## src/rtl/alu_seq.sv

```systemverilog
// Sequential ALU: captures operands on start, runs single-cycle logic/arithmetic ops
// and multi-cycle shift-left and unsigned multiply, then holds result and flags.
module alu_seq #(
    parameter int unsigned WIDTH = 8,
    parameter int unsigned SHW   = $clog2(WIDTH)
) (
    input  logic             clk,
    input  logic             reset,
    input  logic             start,
    input  logic [2:0]       aluop,
    input  logic [WIDTH-1:0] a,
    input  logic [WIDTH-1:0] b,
    output logic             busy,
    output logic             done,
    output logic [WIDTH-1:0] y,
    output logic             c,
    output logic             v,
    output logic             n,
    output logic             z,
    output logic             p
);

    localparam int unsigned CW = $clog2(WIDTH + 1);

    typedef enum logic [0:0] {StIdle, StRun} state_e;

    state_e               state_q, state_d;
    logic [CW-1:0]        cnt_q, cnt_d;
    logic [2:0]           op_q, op_d;
    logic [WIDTH-1:0]     a_q, a_d;
    logic [WIDTH-1:0]     b_q, b_d;
    logic [2*WIDTH-1:0]   prod_q, prod_d;
    logic                 sc_q, sc_d;
    logic                 done_q, done_d;
    logic [WIDTH-1:0]     y_q, y_d;
    logic                 c_q, c_d, v_q, v_d, n_q, n_d, z_q, z_d, p_q, p_d;

    logic [WIDTH:0]       sum;
    logic [WIDTH:0]       step_sum;
    logic [WIDTH-1:0]     res_y;
    logic                 res_c;
    logic                 res_v;

    // Final result from the captured operands and the iteration registers.
    always_comb begin
        sum   = '0;
        res_y = '0;
        res_c = 1'b0;
        res_v = 1'b0;
        unique case (op_q)
            3'd0: begin
                sum   = {1'b0, a_q} + {1'b0, b_q};
                res_y = sum[WIDTH-1:0];
                res_c = sum[WIDTH];
                res_v = (a_q[WIDTH-1] == b_q[WIDTH-1]) && (res_y[WIDTH-1] != a_q[WIDTH-1]);
            end
            3'd1: begin
                sum   = {1'b0, a_q} + {1'b0, ~b_q} + {{WIDTH{1'b0}}, 1'b1};
                res_y = sum[WIDTH-1:0];
                res_c = sum[WIDTH];
                res_v = (a_q[WIDTH-1] != b_q[WIDTH-1]) && (res_y[WIDTH-1] != a_q[WIDTH-1]);
            end
            3'd2: res_y = a_q & b_q;
            3'd3: res_y = a_q | b_q;
            3'd4: res_y = a_q ^ b_q;
            3'd5: res_y = ~a_q;
            3'd6: begin
                res_y = a_q;
                res_c = sc_q;
            end
            3'd7: begin
                res_y = prod_q[WIDTH-1:0];
                res_c = |prod_q[2*WIDTH-1:WIDTH];
            end
        endcase
    end

    // Shift-add step: high half accumulates, low half holds the remaining multiplier bits.
    assign step_sum = {1'b0, prod_q[2*WIDTH-1:WIDTH]} + (prod_q[0] ? {1'b0, a_q} : '0);

    always_comb begin
        state_d = state_q;
        cnt_d   = cnt_q;
        op_d    = op_q;
        a_d     = a_q;
        b_d     = b_q;
        prod_d  = prod_q;
        sc_d    = sc_q;
        done_d  = 1'b0;
        y_d     = y_q;
        c_d     = c_q;
        v_d     = v_q;
        n_d     = n_q;
        z_d     = z_q;
        p_d     = p_q;
        unique case (state_q)
            StIdle: begin
                if (start) begin
                    a_d     = a;
                    b_d     = b;
                    op_d    = aluop;
                    sc_d    = 1'b0;
                    prod_d  = {{WIDTH{1'b0}}, b};
                    state_d = StRun;
                    if (aluop == 3'd6) begin
                        cnt_d = CW'(b[SHW-1:0]);
                    end else if (aluop == 3'd7) begin
                        cnt_d = CW'(WIDTH);
                    end else begin
                        cnt_d = '0;
                    end
                end
            end
            StRun: begin
                if (cnt_q != '0) begin
                    cnt_d = cnt_q - CW'(1);
                    if (op_q == 3'd6) begin
                        sc_d = a_q[WIDTH-1];
                        a_d  = {a_q[WIDTH-2:0], 1'b0};
                    end else if (op_q == 3'd7) begin
                        prod_d = {step_sum, prod_q[WIDTH-1:1]};
                    end
                end else begin
                    y_d     = res_y;
                    c_d     = res_c;
                    v_d     = res_v;
                    n_d     = res_y[WIDTH-1];
                    z_d     = (res_y == '0);
                    p_d     = ^res_y;
                    done_d  = 1'b1;
                    state_d = StIdle;
                end
            end
        endcase
    end

    always_ff @(posedge clk) begin
        if (reset) begin
            state_q <= StIdle;
            cnt_q   <= '0;
            op_q    <= '0;
            a_q     <= '0;
            b_q     <= '0;
            prod_q  <= '0;
            sc_q    <= 1'b0;
            done_q  <= 1'b0;
            y_q     <= '0;
            c_q     <= 1'b0;
            v_q     <= 1'b0;
            n_q     <= 1'b0;
            z_q     <= 1'b0;
            p_q     <= 1'b0;
        end else begin
            state_q <= state_d;
            cnt_q   <= cnt_d;
            op_q    <= op_d;
            a_q     <= a_d;
            b_q     <= b_d;
            prod_q  <= prod_d;
            sc_q    <= sc_d;
            done_q  <= done_d;
            y_q     <= y_d;
            c_q     <= c_d;
            v_q     <= v_d;
            n_q     <= n_d;
            z_q     <= z_d;
            p_q     <= p_d;
        end
    end

    assign busy = (state_q == StRun);
    assign done = done_q;
    assign y    = y_q;
    assign c    = c_q;
    assign v    = v_q;
    assign n    = n_q;
    assign z    = z_q;
    assign p    = p_q;

endmodule
```

## config.mk

```make
export PLATFORM = sky130hd
export DESIGN_NAME = alu_seq
export DESIGN_NICKNAME = d
export VERILOG_FILES = /design/src/rtl/alu_seq.sv
export SDC_FILE = /design/constraint.sdc
export NUM_CORES = 1
export LEC_CHECK = 0
export CAP_MARGIN = 0
export CORE_ASPECT_RATIO = 1.4
export CORE_UTILIZATION = 53
export DETAILED_ROUTE_END_ITERATION = 16
export PLACE_DENSITY = 0.78
export SETUP_SLACK_MARGIN = 0.4
export SYNTH_ARGS = -nofsm -noshare
export SYNTH_HDL_FRONTEND = slang
export SYNTH_SLANG_ARGS = --single-unit
```

## constraint.sdc

```tcl
create_clock -name clk -period 2.7 [get_ports clk]
set_input_delay 0.27 -clock clk [delete_from_list [all_inputs] [get_ports clk]]
set_output_delay 0.27 -clock clk [all_outputs]
set_load 0.02 [all_outputs]
```

==> results by group <==
Status
  – Status: finished, final reports clean

Floorplan
  – Io pins: 37
  – Initial Utilization: between 50% and 60%
  – Core Rows: 38
  – Die W: between 70 and 80 µm
  – Placeable core area: a little under 0.008 mm²
  – Die ar.: 0.00848 mm²
  – Die span in y: 109 µm

Routing
  – Avg Vias per Cell: 6.10
  – ANT nets after route: 0
  – DRC errors left: 0
  – DR pass1 iterations: 9
  – Wire length per cell: approximately 18 µm
  – DRT Wirelength: 12.3 mm
  – Via count: 4210
  – DRT iter0 DRCs: 338

Hold path
  – Worst hold path class: flip-flop to flip-flop
  – Hold Crit Start: v$_SDFFE_PP0P_
  – Hold EP: v$_SDFFE_PP0P_
  – Hold path depth: 2

Setup path
  – CP top delay family: adder cells
  – Crit Reg-Reg Startpoint: a_q[0]$_SDFFE_PP0P_
  – Flop2flop setup slack: 0.03 ns
  – Crit path top cell by count: xor2_1
  – Crit path launch type: flip-flop
  – CP max FO: 3
  – CP max stage delay: 0.44 ns
  – WP buf/inv: 1
  – Worst r2r path cells: 11
  – Crit path cell chain: ha_2 -> inv_1 -> fa_2 -> xor2_1 -> mux4_2 -> nor2_1 -> a21oi_1 -> ha_1 -> xor2_1 -> xnor2_1 -> a211oi_1
  – Critical Path RT: 2.95 ns
  – Worst path arrival time: 2.92 ns
  – Critical Path End Type: flip-flop
  – CP Depth: 11
  – Worst R2R End: p$_SDFFE_PP0P_
  – Critical path class: flip-flop to flip-flop
  – Slowest CP cell: mux4_2

CTS
  – Htree depth: 2
  – Clock Pin Slew Worst Setup and Hold Paths: 0.11 ns
  – Root Buffer: clkbuf_8
  – Clk_lat worst skew: about 0.33 ns
  – Hold buffer count at cts: 0
  – Clock Tree Buf Depth: 2
  – # clock sinks: 54
  – Cts bufs inserted: 5
  – CTS tree: built

Logic synthesis
  – Cell variety after synth: just under 80
  – Post-synth top area cell: dfxtp_1
  – Cell with the most instances after synthesis: nor2_1
  – Syn Inst Count: 525
  – Syn_nets: 587
  – Synth Register Bits: 54
  – Netlist area before placement: 0.00430 mm²
  – Ys flop type: dfxtp_1
  – Synth top area share: 25.2%
  – Post-Syn Area per Cell: 8.18 µm²
  – Synth cell count leaders: nor2_1, dfxtp_1, nand2_1
  – Yosys warning count: 0
  – Sequential fraction of the synthesis area: 25.2%
  – Synth area leaders: dfxtp_1, ha_1, nor2_1
  – Asr flop ratio synth: 0%
  – Post-synth EDFFs: 0

Timing
  – Post-layout minimum cycle time: 2.67 ns
  – Max Transition Viols Final: 0
  – Slew Limit Headroom: 47.0%
  – Final hold viol count: 0
  – Max Clock Skew: around 0.011 ns
  – Final hold slack: 0.474 ns
  – Worst-Margin Slew: 0.796 ns
  – Final WS setup: 0.0334 ns
  – Final setup viols: 0
  – Final Cycle Share: 98.8%
  – Max Clock Freq: 375 MHz
  – Unrepaired setup endpoints after global routing: yes

Power and ir drop
  – Seq pwr share: between 30% and 40%
  – Logic pwr share: 48.3%
  – Internal power: between 1.5 and 2 mW
  – Clock share of power: 17.9%
  – Sw Share: between 30% and 40%
  – Sw power: approximately 1.1 mW
  – PwrDens: 516 mW/mm²
  – P_leak: 2.04 nW
  – Worst VDD drop: 0.325 mV

Layout
  – Register area: roughly 0.0011 mm²
  – # diodes: 0
  – Area of the multi-input gates: 0.00313 mm²
  – Post-layout util: 68.4%
  – Share of cells above drive strength 1: 23.1%
  – Area Overhead vs Synth: 24.1%
  – Nets: roughly 650
  – Fillers: between 600 and 700

Global route
  – Tot GR Track Use: 29.7%
  – Grt total ovfl: 0
  – First-pass GRT wire length: 19.5 mm
  – Initial antenna violation count: 0
  – Vias in the first global route: 4056
  – Largest net degree at the start of global routing: 42

Placed design
  – Gpl congestion: 0.904
  – IO buf count: 36
  – Post-DP HPWL: around 9.4 mm
  – Post-place setup slack: -0.0322 ns

Flow run
  – MaxCap Viol Count: 0
worst max-delay path by stage:
stage | start | endpoint | slack, ns
after CTS | a_q[0]$_SDFFE_PP0P_ | p$_SDFFE_PP0P_ | 0.04
after detailed placement | b_q[0]$_SDFFE_PP0P_ | p$_SDFFE_PP0P_ | -0.03
final | a_q[0]$_SDFFE_PP0P_ | p$_SDFFE_PP0P_ | 0.03
after global placement | b_q[0]$_SDFFE_PP0P_ | p$_SDFFE_PP0P_ | 0.02
after global routing | a_q[0]$_SDFFE_PP0P_ | p$_SDFFE_PP0P_ | -0.09
after floorplan | a_q[0]$_SDFFE_PP0P_ | p$_SDFFE_PP0P_ | 0.16
layout make-up:
cell class,count,share of cell area (%)
Clock buffer,6,1.36
Clock inverter,2,0.281
Timing Repair Buffer,90,14.5
Inverter,28,2.13
Sequential cell,54,20.7
Multi-Input combinational cell,410,58.7
Tap cell,100,2.35
sequential cells by signal (all words and copies together), names as in the netlist:
| name | count |
|---|---|
| a_q | 8 |
| b_q | 8 |
| busy | 1 |
| c | 1 |
| cnt_q | 4 |
| done | 1 |
| op_q | 3 |
| p | 1 |
| prod_q | 16 |
| sc_q | 1 |
| v | 1 |
| y | 8 |
| z | 1 |
power by group through the flow:
stage	registers (mW)	logic (mW)	clock network (mW)
floorplan	0.971	0.862	0
CTS	0.930	1.30	0.500
finish	0.931	1.33	0.492
global placement	0.943	1.23	0
detailed placement	0.948	1.27	0
global route	0.942	1.44	0.536
metal layers:
metal  track usage, %  vias up  wire (µm)
li1                 -     2020          -
met1             34.2     1977       5030
met2             53.0      172       6200
met3             3.88       41        542
met4             15.9        0        491
met5                0        -          0
layout by cell type (no fill, tap or decap), drive strengths merged, types with 4 or more instances in the layout:
| cell | count |
|---|---|
| a211oi | 20 |
| a21o | 4 |
| a21oi | 39 |
| a22oi | 7 |
| a311oi | 5 |
| a31oi | 5 |
| and2 | 6 |
| and3 | 5 |
| buf | 55 |
| clkbuf | 6 |
| clkdlybuf4s50 | 35 |
| dfxtp | 54 |
| ha | 37 |
| inv | 29 |
| mux2 | 5 |
| mux2i | 17 |
| nand2 | 41 |
| nand2b | 8 |
| nand3 | 10 |
| nand3b | 8 |
| nand4 | 4 |
| nor2 | 64 |
| nor2b | 12 |
| nor3 | 8 |
| nor3b | 4 |
| nor4 | 7 |
| o21ai | 17 |
| o221ai | 4 |
| o31ai | 6 |
| or2 | 8 |
| xnor2 | 6 |
| xor2 | 5 |
cells by family (layout without fill, tap and decap cells):
group                      after synthesis  in the layout  synth area share [%]
AOI/OAI and AO/OA                      139            139                  23.8
and+or+nand+nor                        195            195                  23.2
DFF                                     54             54                  25.2
buffers and inverters                   61            126                  6.64
muxes                                   25             25                  6.84
xor gates and xnor gates                11             11                  2.24
adders and majority gates               40             40                  12.2
worst reg2reg max path: stages, from the launching register on:
cell,delay [ns]
dfxtp_4,0.39
ha_2,0.21
inv_1,0.07
fa_2,0.36
xor2_1,0.15
mux4_2,0.44
nor2_1,0.11
a21oi_1,0.07
ha_1,0.31
xor2_1,0.18
xnor2_1,0.12
a211oi_1,0.18
repair_timing:
action                                  CTS  global route
resized for setup                        15             5
pin swaps                                 6             1
setup buffers                             2             3
endpoints found under the setup margin    4             5
cloned                                    0             0
per-stage QoR:
stage	TNS (ns)	total power, mW	area [µm²]	std cells
detailed placement	-0.0322	2.21	5130	677
CTS	0	2.73	5300	687
floorplan	0	1.83	4470	525
global route	-0.0879	2.92	5330	690
global placement	0	2.18	5130	677
finish	0	2.75	5330	690
Note: power is estimated with default switching activity, not from simulation.
